===== config.mk =====
export PLATFORM = sky130hd
export DESIGN_NAME = fsm_op_sequencer
export DESIGN_NICKNAME = d
export VERILOG_FILES = /design/src/rtl/fsm_op_sequencer.sv
export SDC_FILE = /design/constraint.sdc
export NUM_CORES = 1
export LEC_CHECK = 0
export CAP_MARGIN = 30
export CORE_MARGIN = 4
export CORE_UTILIZATION = 53
export CTS_CLUSTER_DIAMETER = 60
export CTS_CLUSTER_SIZE = 12
export DETAILED_ROUTE_END_ITERATION = 16
export GPL_ROUTABILITY_DRIVEN = 0
export GPL_TIMING_DRIVEN = 0
export PLACE_DENSITY = 0.82
export SYNTH_ARGS = -nofsm -noshare
export SYNTH_HDL_FRONTEND = slang
export SYNTH_SLANG_ARGS = --single-unit

===== constraint.sdc =====
create_clock -name clk -period 3.2 [get_ports clk]
set_input_delay 0.32 -clock clk [delete_from_list [all_inputs] [get_ports clk]]
set_output_delay 0.32 -clock clk [all_outputs]
set_load 0.03 [all_outputs]

===== src/rtl/fsm_op_sequencer.sv =====
// Feeds operand pairs from a small FIFO to the fsm arithmetic core, launches it by
// pulsing its reset, and returns each result on a valid/ready stream with a watchdog.
module fsm_op_sequencer #(
   parameter int unsigned WIDTH    = 32,
   parameter int unsigned OP_WIDTH = WIDTH + 3,
   parameter int unsigned DEPTH    = 4,
   parameter int unsigned TIMEOUT  = 32
) (
   input  logic                clk,
   input  logic                rst,
   input  logic                in_valid,
   output logic                in_ready,
   input  logic [WIDTH-1:0]    in_a,
   input  logic [WIDTH-1:0]    in_b,
   output logic [WIDTH-1:0]    calc_a,
   output logic [WIDTH-1:0]    calc_b,
   output logic                calc_rst_n,
   input  logic [OP_WIDTH-1:0] calc_out,
   input  logic                calc_ready,
   output logic                res_valid,
   input  logic                res_ready,
   output logic [OP_WIDTH-1:0] res_data,
   output logic                busy,
   output logic                timeout_err
);

   localparam int unsigned AW = $clog2(DEPTH);
   localparam int unsigned PW = AW + 1;
   localparam int unsigned CW = $clog2(TIMEOUT);

   typedef enum logic [1:0] {
      S_IDLE,
      S_LAUNCH,
      S_WAIT,
      S_HOLD
   } state_t;

   state_t               state;
   logic [PW-1:0]        wr_ptr;
   logic [PW-1:0]        rd_ptr;
   logic [CW-1:0]        wait_cnt;
   logic [WIDTH-1:0]     mem_a [DEPTH];
   logic [WIDTH-1:0]     mem_b [DEPTH];

   logic                 fifo_full;
   logic                 fifo_empty;
   logic                 push;

   // Wrap bit distinguishes full from empty when the index bits match.
   assign fifo_empty = (wr_ptr == rd_ptr);
   assign fifo_full  = (wr_ptr[AW] != rd_ptr[AW]) && (wr_ptr[AW-1:0] == rd_ptr[AW-1:0]);
   assign push       = in_valid && !fifo_full;
   assign in_ready   = !fifo_full;
   assign busy       = (state != S_IDLE) || !fifo_empty;

   // Operand storage needs no reset; occupancy is tracked by the pointers.
   always_ff @(posedge clk) begin
      if (push) begin
         mem_a[wr_ptr[AW-1:0]] <= in_a;
         mem_b[wr_ptr[AW-1:0]] <= in_b;
      end
   end

   // calc_rst_n and res_valid are flops updated on the same edges as the state.
   always_ff @(posedge clk) begin
      if (rst) begin
         state       <= S_IDLE;
         wr_ptr      <= '0;
         rd_ptr      <= '0;
         wait_cnt    <= '0;
         calc_a      <= '0;
         calc_b      <= '0;
         calc_rst_n  <= 1'b0;
         res_valid   <= 1'b0;
         res_data    <= '0;
         timeout_err <= 1'b0;
      end else begin
         if (push) begin
            wr_ptr <= wr_ptr + PW'(1);
         end
         case (state)
            S_IDLE: begin
               if (!fifo_empty) begin
                  calc_a <= mem_a[rd_ptr[AW-1:0]];
                  calc_b <= mem_b[rd_ptr[AW-1:0]];
                  rd_ptr <= rd_ptr + PW'(1);
                  state  <= S_LAUNCH;
               end
            end
            S_LAUNCH: begin
               wait_cnt   <= '0;
               calc_rst_n <= 1'b1;
               state      <= S_WAIT;
            end
            S_WAIT: begin
               wait_cnt <= wait_cnt + CW'(1);
               // Ready in the first WAIT cycle may be stale from before the reset pulse.
               if (calc_ready && (wait_cnt != '0)) begin
                  res_data  <= calc_out;
                  res_valid <= 1'b1;
                  state     <= S_HOLD;
               end else if (wait_cnt == CW'(TIMEOUT - 1)) begin
                  timeout_err <= 1'b1;
                  calc_rst_n  <= 1'b0;
                  state       <= S_IDLE;
               end
            end
            S_HOLD: begin
               if (res_ready) begin
                  res_valid  <= 1'b0;
                  calc_rst_n <= 1'b0;
                  state      <= S_IDLE;
               end
            end
            default: begin
               state      <= S_IDLE;
               calc_rst_n <= 1'b0;
               res_valid  <= 1'b0;
            end
         endcase
      end
   end

endmodule


== After elaboration in Yosys (flattened, before gate mapping) ==
Memory sizes are Yosys's and may differ from the RTL's. A register that Yosys moved wholly into a read port is not among the register bits.
Cells that the tools add are included.

* $add $sub $neg: 3
* $mul: 0
* Div/mod/pow operators: 0
* Magnitude comparators: 0
* Equal/unequal tests: 13
* Shifts and indexed selects: 0
* Mux-type cells: 14
* Bitwise operators: 2
* Reductions and logical operators: 18

{| class="wikitable"
|+ Operators by type and width
! cell !! number
|-
| != test 2 bit, second input constant || 5
|-
| case mux 5 bit (2 select lines) || 1
|-
| AND reduction 3 bit || 3
|-
| two-way mux 2 bit || 4
|-
| case mux 2 bit (4 select lines) || 1
|-
| adder 3 x 1 -> 3 bit, second input constant || 2
|-
| two-way mux 1 bit || 6
|-
| nonzero test 2 bit || 3
|-
| adder 5 x 1 -> 5 bit, second input constant || 1
|-
| equality test 5 bit, second input constant || 1
|-
| nonzero test 5 bit || 1
|-
| equality test 2 bit, second input constant || 2
|-
| AND reduction 2 bit || 2
|-
| AND reduction 4 bit || 1
|-
| equality test 3 bit || 1
|-
| logical AND 1 bit || 3
|-
| != test 3 bit, second input constant || 1
|-
| case mux 1 bit (3 select lines) || 1
|-
| nonzero test 3 bit || 1
|-
| equality test 2 x 1 -> 1 bit, second input constant || 1
|-
| equality test 2 bit || 1
|-
| logical NOT 1 bit || 2
|-
| logical NOT 2 bit || 1
|-
| inverter 1 bit || 2
|-
| 3 further kinds || 3
|}

* Register bits: 51
* Bits in latches: 0
* Memory bits (writable): 256
* Bits in read-only memories: 0
* Bits of input ports: 104
* Output and inout bits: 104
* Memories kept: 2

{| class="wikitable"
|+ Memories
! memory !! words !! bits a word !! read ports !! clocked after Yosys merged registers in !! wr ports !! RTL line !! source
|-
| mem_a || 4 || 32 || 1 || 1 || 1 || 42 || <nowiki>logic [WIDTH-1:0] mem_a [DEPTH];</nowiki>
|-
| mem_b || 4 || 32 || 1 || 1 || 1 || 43 || <nowiki>logic [WIDTH-1:0] mem_b [DEPTH];</nowiki>
|}

== Depth between registers and ports, before layout ==
Gate-level depths: netlist (run 1).

* Depth in word-level cells: 6
* Mapped depth: 9
* Mapped depth without buffers: 7

== Least setup slack after synthesis (run 1) ==
No wires, ideal clock.

* Kind: register to register
* Start point: register wr_ptr[0]
* End point: memory mem_a[3][0], enable pin
* Library setup time: 0.430 ns
* Data arrival time: 2.437 ns
* Path slack: 0.333 ns
* Cell stages (with the launch flop): 4
* Path through: dfxtp_1 xnor2_2 a31oi_2 and2_1

* Longest elaborated chain between the ends: 6

{| class="wikitable"
|+ Ends and longest elaborated chain
! item !! RTL line !! source
|-
| from (decl) || 39 || <nowiki>logic [PW-1:0] wr_ptr;</nowiki>
|-
| from (signal assigned) || 79 || <nowiki>wr_ptr <= wr_ptr + PW'(1);</nowiki>
|-
| equality test 2 bit || 51 || <nowiki>assign fifo_full = (wr_ptr[AW] != rd_ptr[AW]) && (wr_ptr[AW-1:0] == rd_ptr[AW-1:0]);</nowiki>
|-
| logical AND 1 bit || 51 ||
|-
| logical NOT 1 bit || 52 || <nowiki>assign push = in_valid && !fifo_full;</nowiki>
|-
| logical AND 1 bit || 52 ||
|-
| two-way mux 1 bit || 58 || <nowiki>if (push) begin</nowiki>
|-
| two-way mux 1 bit (not written as such) || 59 || <nowiki>mem_a[wr_ptr[AW-1:0]] <= in_a;</nowiki>
|-
| to (decl) || 42 ||
|}

Parallel ways exist; a longest one is shown, timed or not.

== Final worst setup path (run 1) ==
* Start point: register wr_ptr[0]
* End point: output port busy

* Longest elaborated chain between the ends: 3

{| class="wikitable"
|+ Ends and longest elaborated chain
! item !! RTL line !! source
|-
| equality test 3 bit || 50 || <nowiki>assign fifo_empty = (wr_ptr == rd_ptr);</nowiki>
|-
| logical NOT 1 bit || n/a ||
|-
| logical OR 1 bit || 54 || <nowiki>assign busy = (state != S_IDLE) || !fifo_empty;</nowiki>
|-
| to (decl) || 23 || <nowiki>output logic busy,</nowiki>
|}

No other way between the ends.

==> flow_metrics.py, run 1 <==
metrics = {
    "worst_setup_path": {
        "cp_max_fo": 5,
        "worstPathArrival_ns": 2.11,
        "crit_type": "reg2out",
        "worstSetupStartpointType": "flip-flop",
        "crit_path_end_kind": "primary output",
        "worst_ep_required_time_ns": 2.88,
    },
    "timing": {
        "fin_crit_ns": 2.425,
        "slew_headroom_pct": 50.52,
        "fmax_ghz": 0.4123,
        "drv_slew": 0,
        "fin_crit_sh_pct": 75.79,
        "setup_violations": 0,
        "tns_ns": 0,
        "tightest_slew_ns": 0.7423,
        "hold_viol": 0,
        "finalClockSkew_ns": 0.01731,
        "finalWorstSetupSlack_ns": 0.7748,
        "rsz0062_at_grt": "no",
    },
    "place": {
        "dp_slack_ns": 0.8117,
        "port_buffers": 206,
        "hpwl_um": 18940,
        "placed_area_um2": 16120,
    },
    "clock_network": {
        "postCtsSetupBuffers": 0,
        "clock-sinks": 371,
        "cts-root-buf": "clkbuf_16",
        "cts_hold_buf": 0,
        "cts.clk_slew.worst_paths_ns": 0.06,
        "cts-htree-levels": 2,
        "numCtsBuffers": 37,
        "clock_latency_ns": 0.51,
        "cts_tree": "built",
        "cts_repair_resize_count": 0,
        "clockBufferDepth": 3,
    },
    "global_routing": {
        "grt_max_degree": 45,
        "grt_pass1_wl_um": 45280,
        "overflow": 0,
        "antenna_found_initial": 1,
        "grt_usage_pct": 20.58,
        "grt_pass1_vias": 8183,
    },
    "job": {
        "drv_cap": 0,
    },
    "cells_and_area": {
        "final_cell_area_um2": 17190,
        "final_util_pct": 68.27,
        "fillers": 1710,
        "diodes": 0,
        "area_growth_pct": 27.03,
        "drive_above_1_share_pct": 13.22,
        "final_nets": 1238,
    },
    "logic_synthesis": {
        "ys.flop_type": "edfxtp_1",
        "ys_warn_count": 0,
        "ys_ff_latch": 371,
        "synth_area_um2": 13530,
        "syn-num-nets": 989,
        "synthTopCellsByCount": "256 x edfxtp_1, 208 x nand2_1, 115 x dfxtp_1, 109 x a21oi_1, 64 x mux4_2",
        "synthArstFlopShare_pct": 0,
        "synth_edf_count": 256,
        "synth_cell_type_count": 31,
        "synth_most_common_cell": "edfxtp_1",
        "synthCells": 874,
        "synth.area.top_cells": "edfxtp_1 57%, dfxtp_1 17%, mux4_2 11%",
        "yosys.area.top_type": "edfxtp_1",
        "synth-seq-area-share_pct": 73.81,
        "syn_avg_cell_area_um2": 15.49,
        "synth_top_area_share_pct": 56.80,
    },
    "floorplanning": {
        "io_pins": 208,
        "die-area_um2": 28160,
        "die_w_um": 167.8,
        "core_um2": 25180,
        "rows": 58,
        "initial_core_util_pct": 53.75,
        "die_h_um": 167.8,
    },
    "drt": {
        "wire_per_inst_um": 19.83,
        "drcViolationCount": 0,
        "dr_total_vias": 7935,
        "drt_iter0_markers": 529,
        "post_drt_via_cell_ratio": 5.361,
        "ant_nets": 0,
        "firstDrtPassIters": 5,
        "totalWireLength_um": 29350,
    },
    "power_and_ir_drop": {
        "powerDensity_nw_per_um2": 792.6,
        "peakVddDrop_v": 0.0007070,
        "p_leak_nw": 5.666,
    },
    "status": {
        "outcome": "finished clean",
    },
    "min_path": {
        "min_path_type": "in2reg",
    },
}
[area by class of cell]
cell class | instances | area [µm²] | share of cell area, %
timing repair buffer | 210 | 2165 | 12.59
multi-input combinational | 442 | 3262 | 18.97
buffer | 50 | 251.5 | 1.463
clock buffer | 62 | 1040 | 6.048
tap | 330 | 412.9 | 2.402
sequential | 371 | 9990 | 58.10
clock inverter | 4 | 31.28 | 0.1819
inverter | 11 | 41.29 | 0.2402
[placed cells by master, fill, tap and decap left out, types with 10 or more instances in the layout]
| cell type | Yosys | layout |
|---|---|---|
| edfxtp_1 | 256 | 256 |
| nand2_1 | 208 | 208 |
| clkdlybuf4s50_1 | 0 | 206 |
| dfxtp_1 | 115 | 115 |
| a21oi_1 | 109 | 109 |
| mux4_2 | 64 | 64 |
| clkbuf_1 | 19 | 42 |
| clkbuf_16 | 0 | 37 |
| buf_2 | 21 | 21 |
| inv_1 | 11 | 11 |
| nor2_1 | 11 | 11 |
| ha_1 | 11 | 11 |
| buf_4 | 10 | 10 |
[registers in the layout (all words and copies together) (netlist names)]
register,count
res_valid,1
res_data,35
mem_b,128
calc_a,32
mem_a,128
rd_ptr,3
wr_ptr,3
wait_cnt,5
timeout_err,1
state,2
calc_rst_n,1
calc_b,32
[cells by family after synthesis]
logic type | share of synthesized area, %
xor+xnor | 0.6286
flops | 73.81
mux | 10.65
fa+ha+maj | 1.017
simple gates | 6.943
buf+inv | 2.163
compound gates | 4.789
[power breakdown]
group	leakage [nW]	internal (mW)	switching, mW	total (mW)
sequential	3.29	5.67	0.258	5.93
combinational	1.86	1.59	2.23	3.81
clock	0.515	2.22	1.67	3.89
total	5.67	9.47	4.15	13.6
[final timing paths]
kind,start,to,slack [ns],depth (start not counted)
max,wr_ptr[0]$_SDFFE_PP0P_,busy,0.77,3
min reg2reg,res_data[34]$_SDFFE_PP0P_,res_data[34]$_SDFFE_PP0P_,0.45,2
max reg2reg,wr_ptr[0]$_SDFFE_PP0P_,mem_b[3][27]$_DFFE_PP_,0.99,4
min,rst,calc_rst_n$_SDFFE_PP0P_,0.30,3
[per-layer routing]
layer	share of wire, %	wire length, µm	track usage, %	up-vias
li1	-	-	-	3725
met1	42	12190	26.14	3899
met2	50	14540	35.36	263
met3	6.8	1983	5.424	46
met4	2.1	614	5.752	2
met5	0.044	13	0	-
[critical path, cell delays in order (launching register included)]
cell	delay (ns)
dfxtp_1	0.37
xnor2_2	0.31
nand4_1	0.23
clkdlybuf4s50_1	0.69
[metrics by stage]
step	hold WS, ns	power [mW]	instances
global placement	0.4415	9.786	1410
finish	0.3043	13.63	1480
floorplan	0.4189	8.378	874
global route	0.3125	14.27	1480
CTS	0.2621	13.79	1480
detailed placement	0.4472	9.880	1414
(Power assumes the default switching activity.)
==> inputs of run 2 (changes only) <==
==> constraint.sdc (replaced) <==
create_clock -name clk -period 2.32 [get_ports clk]
set_input_delay 0.232 -clock clk [delete_from_list [all_inputs] [get_ports clk]]
set_output_delay 0.232 -clock clk [all_outputs]
set_load 0.03 [all_outputs]
==> flow_metrics.py, run 2 (synthesis results as in run 1) <==
metrics = {
    "timing": {
        "tightest_slew_ns": 0.8727,
        "drv_slew": 0,
        "rsz0062_at_grt": "no",
        "hold_viol": 0,
        "fin_crit_sh_pct": 94.71,
        "fin_crit_ns": 2.197,
        "slew_headroom_pct": 41.82,
        "fmax_ghz": 0.4551,
        "tns_ns": 0,
        "finalWorstSetupSlack_ns": 0.1227,
        "setup_violations": 0,
        "whs_ns": 0.1869,
        "finalClockSkew_ns": 0.01028,
    },
    "power_and_ir_drop": {
        "peakVddDrop_v": 0.0008032,
        "p_leak_nw": 5.684,
        "power.share.combinational_pct": 27.8,
        "pwr-share-clk_pct": 29.0,
        "powerDensity_nw_per_um2": 1100,
        "p_seq_share_pct": 43.2,
        "swShare_pct": 30.49,
        "p_total_mw": 18.97,
        "internal_power_mw": 13.19,
        "power_switching_mw": 5.783,
    },
    "clock_network": {
        "cts_hold_buf": 0,
        "clock-sinks": 371,
        "numCtsBuffers": 37,
        "clockBufferDepth": 3,
        "clock_latency_ns": 0.51,
        "cts-htree-levels": 2,
        "cts.clk_slew.worst_paths_ns": 0.06,
        "cts_tree": "built",
        "cts-root-buf": "clkbuf_16",
    },
    "cells_and_area": {
        "instances_no_fill": 1481,
        "most-common-layout-cells": "256 x edfxtp_1, 208 x nand2_1, 205 x clkdlybuf4s50_1, 115 x dfxtp_1, 109 x a21oi_1",
        "fillers": 1665,
        "layout_commonest_cell": "edfxtp_1",
        "diodes": 0,
        "area_growth_pct": 27.38,
        "final_util_pct": 68.46,
        "final_nets": 1238,
        "drive_above_1_share_pct": 13.29,
        "final_cell_area_um2": 17240,
    },
    "global_routing": {
        "grt_usage_pct": 20.71,
        "grt_max_degree": 56,
        "grt_pass1_wl_um": 45770,
        "overflow": 0,
        "antenna_found_initial": 1,
        "grt_pass1_vias": 8272,
    },
    "floorplanning": {
        "core_um2": 25180,
        "initial_core_util_pct": 53.75,
        "die_h_um": 167.8,
        "die-area_um2": 28160,
        "io_pins": 208,
        "die_w_um": 167.8,
        "rows": 58,
    },
    "worst_setup_path": {
        "crit_path_end_kind": "primary output",
        "worstPathArrival_ns": 1.97,
        "worstSetupStartpointType": "flip-flop",
        "worst_ep_required_time_ns": 2.09,
        "cp_max_fo": 3,
        "crit_type": "reg2out",
    },
    "drt": {
        "wire_per_inst_um": 19.83,
        "drcViolationCount": 0,
        "drt_iter0_markers": 496,
        "ant_nets": 0,
        "firstDrtPassIters": 5,
        "totalWireLength_um": 29370,
        "dr_total_vias": 8008,
        "post_drt_via_cell_ratio": 5.407,
    },
    "place": {
        "dp_slack_ns": -0.01383,
        "placed_area_um2": 16120,
        "port_buffers": 206,
        "dp.cells": 1414,
        "hpwl_um": 18720,
    },
    "job": {
        "drv_cap": 0,
    },
    "min_path": {
        "min_path_type": "in2reg",
    },
    "status": {
        "outcome": "finished clean",
    },
}
==> run 2: cell types whose count changed in the layout (fill, tap and decap cells not counted), sizes merged <==
cell	previous run	this run
dlygate4sd2	0	1
inv	13	12
clkdlybuf4s50	206	205
clkinvlp	0	1
clkbuf	81	83
clkinv	2	1
==> run 2: critical path: stages, from the launching register on <==
cell and delay [ns]:
dfxtp_1 0.40, xor2_1 0.30, nand3_1 0.12, clkdlybuf4s50_1 0.64
==> run 2: power groups by stage <==
stage | clock network [mW] | registers (mW) | logic, mW
after CTS | 5.62 | 8.20 | 5.34
after floorplan | 0 | 9.10 | 2.45
after global placement | 0 | 8.32 | 5.17
after global routing | 5.92 | 8.27 | 5.68
after detailed placement | 0 | 8.33 | 5.31
final | 5.51 | 8.19 | 5.27
==> run 2: area by class of cell <==
| class | instances | area [µm²] | area share (%) |
|---|---|---|---|
| well taps | 330 | 412.9 | 2.395 |
| plain buffers | 50 | 251.5 | 1.459 |
| flip-flops and latches | 371 | 9990 | 57.94 |
| clock inverters | 3 | 21.27 | 0.1234 |
| inverters | 11 | 41.29 | 0.2395 |
| multi-input cells | 442 | 3271 | 18.97 |
| repair buffers | 210 | 2163 | 12.55 |
| clock buffers | 64 | 1090 | 6.321 |
==> run 2: path summary, 6_finish.rpt <==
path / from / endpoint / slack (ns) / cells past startpoint
worst max-delay path: rd_ptr[2]$_SDFFE_PP0P_ / in_ready / 0.12 / 3
worst min-delay path: rst / calc_rst_n$_SDFFE_PP0P_ / 0.19 / 3
worst max register to register: wr_ptr[0]$_SDFFE_PP0P_ / mem_b[2][27]$_DFFE_PP_ / 0.21 / 4
worst min register to register: res_data[32]$_SDFFE_PP0P_ / res_data[32]$_SDFFE_PP0P_ / 0.45 / 2
==> run 2: layer usage <==
| metal | vias up | wire length [µm] | GRT usage (%) |
|---|---|---|---|
| li1 | 3718 | - | - |
| met2 | 329 | 14460 | 34.87 |
| met1 | 3900 | 11860 | 26.97 |
| met3 | 59 | 2336 | 5.353 |
| met4 | 2 | 701 | 5.893 |
| met5 | - | 20 | 0 |
==> run 2: timing repair <==
action / CTS / global route
setup buffers: 0 / 0
pin swaps: 0 / 1
setup endpoints to repair: 1 / 36
gates resized for setup: 1 / 1
